--- src/rtl/hub75_capture.sv ---
// hub75_capture: HUB75 receive-side monitor that rebuilds the panel frame and flags protocol faults.
// Define HUB75_CAPTURE_ORDER_CHECK_EN to track the expected row-pair address and raise order_err.
module hub75_capture #(
    parameter int COLS = 32,
    parameter int ROWS = 16
) (
    input  logic                        clk,
    input  logic                        reset,
    input  logic [5:0]                  rgb,
    input  logic                        lat,
    input  logic                        oe,
    input  logic [$clog2(ROWS/2)-1:0]   abc,
    input  logic [$clog2(ROWS)-1:0]     rd_row,
    input  logic [$clog2(COLS)-1:0]     rd_col,
    output logic [2:0]                  rd_pixel,
    output logic                        frame_done,
    output logic [7:0]                  frame_count,
    output logic                        order_err,
    output logic                        short_err
);
    localparam int HALF = ROWS / 2;
    localparam int AW = $clog2(HALF);
    localparam int NW = $clog2(COLS + 1);

    typedef enum logic [1:0] {SHIFT, COMMIT_TOP, COMMIT_BOT} state_t;

    state_t                    state_q, state_d;
    logic [COLS-1:0][2:0]      top_sr_q, top_sr_d, bot_sr_q, bot_sr_d;
    logic [COLS-1:0][2:0]      top_hold_q, top_hold_d, bot_hold_q, bot_hold_d;
    logic [NW-1:0]             cnt_q, cnt_d;
    logic [AW-1:0]             row_q, row_d;
    logic                      short_q, short_d;
    logic [7:0]                fc_q, fc_d;
    logic [2:0]                pix_q, pix_d;
    logic [ROWS-1:0][COLS-1:0][2:0] fb_q;
    logic                      unused_oe;

    // oe is only a display strobe; it never touches the captured image
    assign unused_oe = oe;

    always_comb begin
        state_d    = state_q;
        top_sr_d   = top_sr_q;
        bot_sr_d   = bot_sr_q;
        top_hold_d = top_hold_q;
        bot_hold_d = bot_hold_q;
        cnt_d      = cnt_q;
        row_d      = row_q;
        short_d    = short_q;
        fc_d       = fc_q;
        frame_done = 1'b0;
        if (state_q != SHIFT || !lat) begin
            top_sr_d = {rgb[5:3], top_sr_q[COLS-1:1]};
            bot_sr_d = {rgb[2:0], bot_sr_q[COLS-1:1]};
            cnt_d    = (cnt_q == NW'(COLS)) ? cnt_q : cnt_q + 1'b1;
        end
        if (state_q == SHIFT && lat) begin
            top_hold_d = top_sr_q;
            bot_hold_d = bot_sr_q;
            row_d      = abc;
            short_d    = short_q | (cnt_q < NW'(COLS));
            cnt_d      = '0;
            state_d    = COMMIT_TOP;
        end else if (state_q != SHIFT) begin
            short_d    = short_q | lat;
            state_d    = (state_q == COMMIT_TOP) ? COMMIT_BOT : SHIFT;
            frame_done = (state_q == COMMIT_BOT) && (row_q == AW'(HALF - 1));
            fc_d       = fc_q + {7'd0, frame_done};
        end
        pix_d = (32'(rd_row) < ROWS && 32'(rd_col) < COLS) ? fb_q[rd_row][rd_col] : 3'b000;
    end

    always_ff @(posedge clk) begin
        if (reset) begin
            state_q    <= SHIFT;
            top_sr_q   <= '0;
            bot_sr_q   <= '0;
            top_hold_q <= '0;
            bot_hold_q <= '0;
            cnt_q      <= '0;
            row_q      <= '0;
            short_q    <= 1'b0;
            fc_q       <= '0;
            pix_q      <= '0;
            fb_q       <= '0;
        end else begin
            state_q    <= state_d;
            top_sr_q   <= top_sr_d;
            bot_sr_q   <= bot_sr_d;
            top_hold_q <= top_hold_d;
            bot_hold_q <= bot_hold_d;
            cnt_q      <= cnt_d;
            row_q      <= row_d;
            short_q    <= short_d;
            fc_q       <= fc_d;
            pix_q      <= pix_d;
            if (state_q == COMMIT_TOP) fb_q[{1'b0, row_q}] <= top_hold_q;
            if (state_q == COMMIT_BOT) fb_q[{1'b1, row_q}] <= bot_hold_q;
        end
    end

`ifdef HUB75_CAPTURE_ORDER_CHECK_EN
    logic [AW-1:0] exp_q;
    logic          order_q;

    // expected row resyncs to the observed one so a single skip flags once
    always_ff @(posedge clk) begin
        if (reset) begin
            exp_q   <= '0;
            order_q <= 1'b0;
        end else if (state_q == COMMIT_TOP) begin
            order_q <= order_q | (row_q != exp_q);
            exp_q   <= row_q + 1'b1;
        end
    end

    assign order_err = order_q;
`else
    assign order_err = 1'b0;
`endif

    assign rd_pixel    = pix_q;
    assign frame_count = fc_q;
    assign short_err   = short_q;
endmodule

--- config.mk ---
export PLATFORM = sky130hd
export DESIGN_NAME = hub75_capture
export DESIGN_NICKNAME = d
export VERILOG_FILES = /design/src/rtl/hub75_capture.sv
export SDC_FILE = /design/constraint.sdc
export NUM_CORES = 2
export LEC_CHECK = 0
export ABC_AREA = 1
export CAP_MARGIN = 20
export CORE_MARGIN = 2
export CORE_UTILIZATION = 29
export DETAILED_ROUTE_END_ITERATION = 10
export PLACE_DENSITY = 0.5
export SETUP_SLACK_MARGIN = 0.02
export SYNTH_ARGS = -nofsm -noshare
export SYNTH_HDL_FRONTEND = slang
export SYNTH_SLANG_ARGS = --single-unit
--- constraint.sdc ---
create_clock -name clk -period 3.1 [get_ports clk]
set_input_delay 0.62 -clock clk [delete_from_list [all_inputs] [get_ports clk]]
set_output_delay 0.62 -clock clk [all_outputs]
set_load 0.01 [all_outputs]
# Word level (Yosys, flattened, before mapping)
# Index checks and enable logic that the tools add are counted.
[totals] ff_bits=1943 inputBits=22 out_inout_bits=14 elab_cells=696
[classes] add_sub_neg=2 n_lt_le_gt_ge=7 n_eq_ne=4 mux=20 bitwise=4 reduce_logical=12
[op_table] operator="2-to-1 mux 1536 bit" count=3
[op_table] operator="bitwise mux 1536 bit" count=2
[op_table] operator="demux 96 bit (select 3 bit)" count=2
[op_table] operator="binary-select mux 96 bit (select 4 bit)" count=1
[op_table] operator="2-to-1 mux 96 bit" count=3
[op_table] operator="binary-select mux 3 bit (select 5 bit)" count=1
[op_table] operator="less-than comparator 4 x 5 -> 1 bit, second input constant" count=2
[op_table] operator="adder 8 x 1 -> 8 bit" count=1
[op_table] operator="adder 6 x 1 -> 6 bit, second input constant" count=1
[op_table] operator="== test 6 bit, second input constant" count=1
[op_table] operator="less-than comparator 5 x 6 -> 1 bit, second input constant" count=1
[op_table] operator="less-than comparator 6 bit, second input constant" count=1
[op_table] operator="2-to-1 mux 1 bit" count=6
[op_table] operator="less-than comparator 3 x 5 -> 1 bit, second input constant" count=1
[op_table] operator="greater-or-equal comparator 4 x 1 -> 1 bit, second input constant" count=1
[op_table] operator="logical AND 1 bit" count=4
[op_table] operator="AND reduction 2 bit" count=2
[op_table] operator="nonzero test 2 bit" count=2
[op_table] operator="== test 3 bit, second input constant" count=1
[op_table] operator="greater-or-equal comparator 3 x 1 -> 1 bit, second input constant" count=1
[op_table] operator="2-to-1 mux 3 bit" count=1
[op_table] operator="== test 2 x 1 -> 1 bit, second input constant" count=1
[op_table] operator="== test 2 bit, second input constant" count=1
[op_table] operator="logical NOT 2 bit" count=1
[op_table] operator="other kinds (6)" count=8

# Logic depth before layout (Yosys ltp)
[depth] depth_word=9 mapped_depth=17 mapped_depth_nobuf=13

# Least setup slack after synthesis
# No wires, ideal clock.
[synth_path] path_kind="reg-to-reg" startpoint="register row_q[0]" endpoint="register fc_q[6] (netlist: frame_count[6])" arrival_time_ps=2069 t_required_ps=3022 setup_slack_ps=953 stages_incl_launch_ff=14 path_buffers=2 synth_period_minus_slack_ps=2147 path_cell_list="dfxtp_1 inv_2 nor3_1 inv_2 nor2_4 buf_2 buf_2 ha_1 ha_1 and3_1 nand2_1 nor2_1 a21oi_1 nor3_1"
[synth_via] elab_chain_cells=3
[synth_lines] element="from (decl)" line="31" text="logic [AW-1:0] row_q, row_d;"
[synth_lines] element="from (signal assigned)" line="93" text="row_q <= row_d;"
[synth_lines] element="== test 3 bit" line="67" text="frame_done = (state_q == COMMIT_BOT) && (row_q == AW'(HALF - 1));"
[synth_lines] element="logical AND 1 bit" line="67"
[synth_lines] element="adder 8 x 1 -> 8 bit" line="68" text="fc_d = fc_q + {7'd0, frame_done};"
[synth_lines] element="to (signal assigned)" line="83" text="fc_q <= '0;"
[synth_lines] element="to (signal assigned)" line="95" text="fc_q <= fc_d;"
[synth_lines] element="to (decl)" line="33" text="logic [7:0] fc_q, fc_d;"
# Every way passes these cells.
# A chain may end at the register's enable or synchronous reset.

# Final worst setup path
[layout_path] startpoint="register row_q[0]" endpoint="output port frame_done"
[layout_via] elab_chain_cells=4
[layout_lines] element="== test 3 bit" line="67"
[layout_lines] element="logical AND 1 bit" line="67"
[layout_lines] element="2-to-1 mux 1 bit" line="64" text="end else if (state_q != SHIFT) begin"
[layout_lines] element="2-to-1 mux 1 bit" line="57" text="if (state_q == SHIFT && lat) begin"
[layout_lines] element="to (decl)" line="16" text="output logic frame_done,"
# Every way passes these cells.

==> metrics.txt <==
WHS Endpoint top_sr_q[94]; deepest clock path buffer count 3; H-tree depth 4; Worst Reg-to-Reg Cells 7; syn avg cell area between 6 and 7 um2; yosys warns 0; chip height between 500 and 600 um; via count around 75000; DR iter-0 viols 6980; FF-to-FF Start row_q[0]; routed wire length about 300000 um; # DRC 0; largest family of logic cells by synthesized area simple AND/OR/NAND/NOR gates; Top Ports 36; Worst VDD drop 0.426 mV; hold path start rgb[4]; Avg Vias per Cell roughly 5.0; final hold viol count 0; clock transition at the registers of the reported paths about 0.06 ns; Startpoint Class flip-flop; fillcell total about 30000; input/output buffers 33; reg2reg setup slack about 0.68 ns; core area roughly 0.28 mm2; Pins Over Slew Limit 0; Syn Nets 11700; grt ovf 0; Final Critical Period roughly 2.8 ns; CTS root buf clkbuf_16; FF-to-FF End fb_q[1458]; Die X-Extent between 500 and 600 um; Initial DRT Pass Iterations 5; most frequent cells in the layout 3090 x nor2_1, 1943 x dfxtp_1, 1788 x nand2_1, 1617 x o21ai_0, 1510 x nand3_1; Area growth syn-to-layout 14.7%; Slew Limit Headroom a little over a quarter; Switching Power 13.6 mW; Pleak roughly 41 nW; routability cong. roughly 0.8; layout cells sized above 1 under 10%; Post-Layout Cell Count approximately 15000; CTS tree built; CTS Sinks between 1500 and 2000; top cells by area, synth dfxtp_1 48%, nor2_1 14%, o21ai_0 10%; first-pass GRT wire length approximately 460000 um; hpwl dp ~170000 um; mux cell area share after synthesis 0%; synthesized instance count approximately 12000; Routed Antenna Nets 0; WP data required about 2.5 ns; Final Net Count between 10000 and 15000; Post-Synth Simple-Gate Area around a third; critical-path maximum fanout 5; Slew @ Worst Pin about 1.1 ns; FF+latch area ~0.039 mm2; Internal 40.9 mW; final setup vio count 0; post-synth cell types 29; crit path DAT approximately 2.2 ns; Switching Share between 20% and 30%; post-synth top area cell dfxtp_1; crit path kind flip-flop to primary output; worst hold path class input pin to flip-flop; dpl cell area 0.0860 mm2; Max Clk Rate between 0.3 and 0.4 GHz; status complete, no violations; Placed Cells about 15000; CTS Buf Count a little over 200; max_cap viols 0; gr usage total 20.6%; wire per inst about 20 um; adder-cell share of the synthesized area 0.0619%; Power Density 588 mW/mm2; largest net degree at the start of global routing 97; Initial Util 29.2%; area share of xor/xnor cells in the synthesized design less than 1%; Worst Skew roughly 0.038 ns; unrepaired setup endpoints after global routing no; Clk network pwr share 46.1%; Synth Area in Compound Gates 12.3%; Die Area 0.283 mm2; Mapped Area a little over 0.08 mm2; Crit. End Element primary output; commonest non-fill, non-tap cell in the layout nor2_1; vias in the first global route 71400; footprint of the multi-input gates 0.0362 mm2; Setup TNS 0 ns; Worst Hold Path Cells 3; Design Area, Final 0.0928 mm2; post-synthesis register bit count roughly 1900; initial antenna violation count 7; sequential share of the synthesized area 48.1%; share of the synthesized area in the top cell type 48.1%; Worst-Skew Late Latency between 0.8 and 0.9 ns; Sequential Power Share between 40 and 50%; Tcrit/Tclk final between 90% and 100%; Core Rows between 150 and 200; Gate power share under 10%
[registers in the layout (all words and copies together) (netlist names)]
signal	cells
state_q	2
top_sr_q	96
fb_q	1536
frame_count	8
cnt_q	6
bot_hold_q	96
row_q	3
rd_pixel	3
top_hold_q	96
bot_sr_q	96
short_err	1
[logic make-up (layout without fill, tap and decap cells)]
group / after synthesis / after routing
buf+inv: 1351 / 1033
simple gates: 6424 / 6424
xor+xnor: 1 / 1
other cells: 1 / 6
compound gates: 1947 / 1947
fa+ha+maj: 4 / 4
flops: 1943 / 1943
[final cells by class]
type | instances | share of cell area [%]
Tap cell | 3705 | 5.00
Sequential cell | 1943 | 41.9
Timing Repair Buffer | 416 | 5.62
Inverter | 245 | 1.14
Clock buffer | 309 | 6.50
Multi-Input combinational cell | 8377 | 39.0
Antenna cell | 5 | 0.0135
Clock inverter | 63 | 0.765
[metrics by stage]
step	power (mW)	setup WS (ns)	utilization, %	hold slack [ns]
global route	56.3	0.164	33.5	0.394
finish	54.5	0.305	33.5	0.366
detailed placement	29.9	-0.127	31.0	0.439
global placement	29.9	-0.125	31.0	0.448
floorplan	28.1	0.953	-	0.451
CTS	54.9	0.255	33.5	0.307
[synthesized netlist by cell type, drive strengths merged]
cell and instances:
nor2 3109, dfxtp 1943, nand2 1789, o21ai 1747, nand3 1510, clkbuf 605, buf 501, inv 241
o22ai 186, a21oi 14, nor3 12, clkinv 4, ha 4, and3 1, conb 1, nand4 1
nor3b 1, nor4 1, xor2 1
[what timing repair did]
| item | in CTS | in global routing |
|---|---|---|
| hold buffers | 0 | 0 |
| endpoints found under the hold margin | 0 | 0 |
| setup endpoints to repair | 1 | 0 |
| setup buffers | 0 | 0 |
| gates resized for setup | 3 | 0 |
[metal layers]
layer  GRT usage, %  vias to the layer above  wire length (um)  share of wire (%)
met3           2.42                      381             16300                5.4
met4           5.96                        0              8160                2.7
met5              0                        -                 0                  0
li1               -                    36800                 -                  -
met2           32.3                     2099            133000                 44
met1           29.6                    36100            145000                 48
[worst max path at each step]
| stage | start | to | slack [ns] |
|---|---|---|---|
| 4_1_cts | row_q[0] | frame_done | 0.26 |
| 6_report | row_q[0] | frame_done | 0.31 |
| 3_5_place_dp | rd_row[0] | rd_pixel[2] | -0.13 |
| 2_1_floorplan | row_q[0] | frame_count[6] | 0.95 |
| 3_3_place_gp | rd_row[0] | rd_pixel[2] | -0.12 |
| 5_1_grt | row_q[0] | frame_done | 0.16 |
[critical path, stage by stage (launching register included)]
cell	delay, ns
dfxtp_1	0.41
inv_2	0.09
nor3_1	0.21
inv_2	0.11
nor2_4	0.20
dlygate4sd2_1	0.31
[power groups by stage]
stage                     registers, mW  logic [mW]  clock network (mW)
final                              25.4        3.95                25.1
after global routing               25.5        4.21                26.6
after CTS                          25.4        3.92                25.6
after detailed placement           26.0        3.91                   0
after global placement             26.0        3.90                   0
after floorplan                    25.9        2.15                   0
No activity file was read; power rests on OpenSTA's default activity.
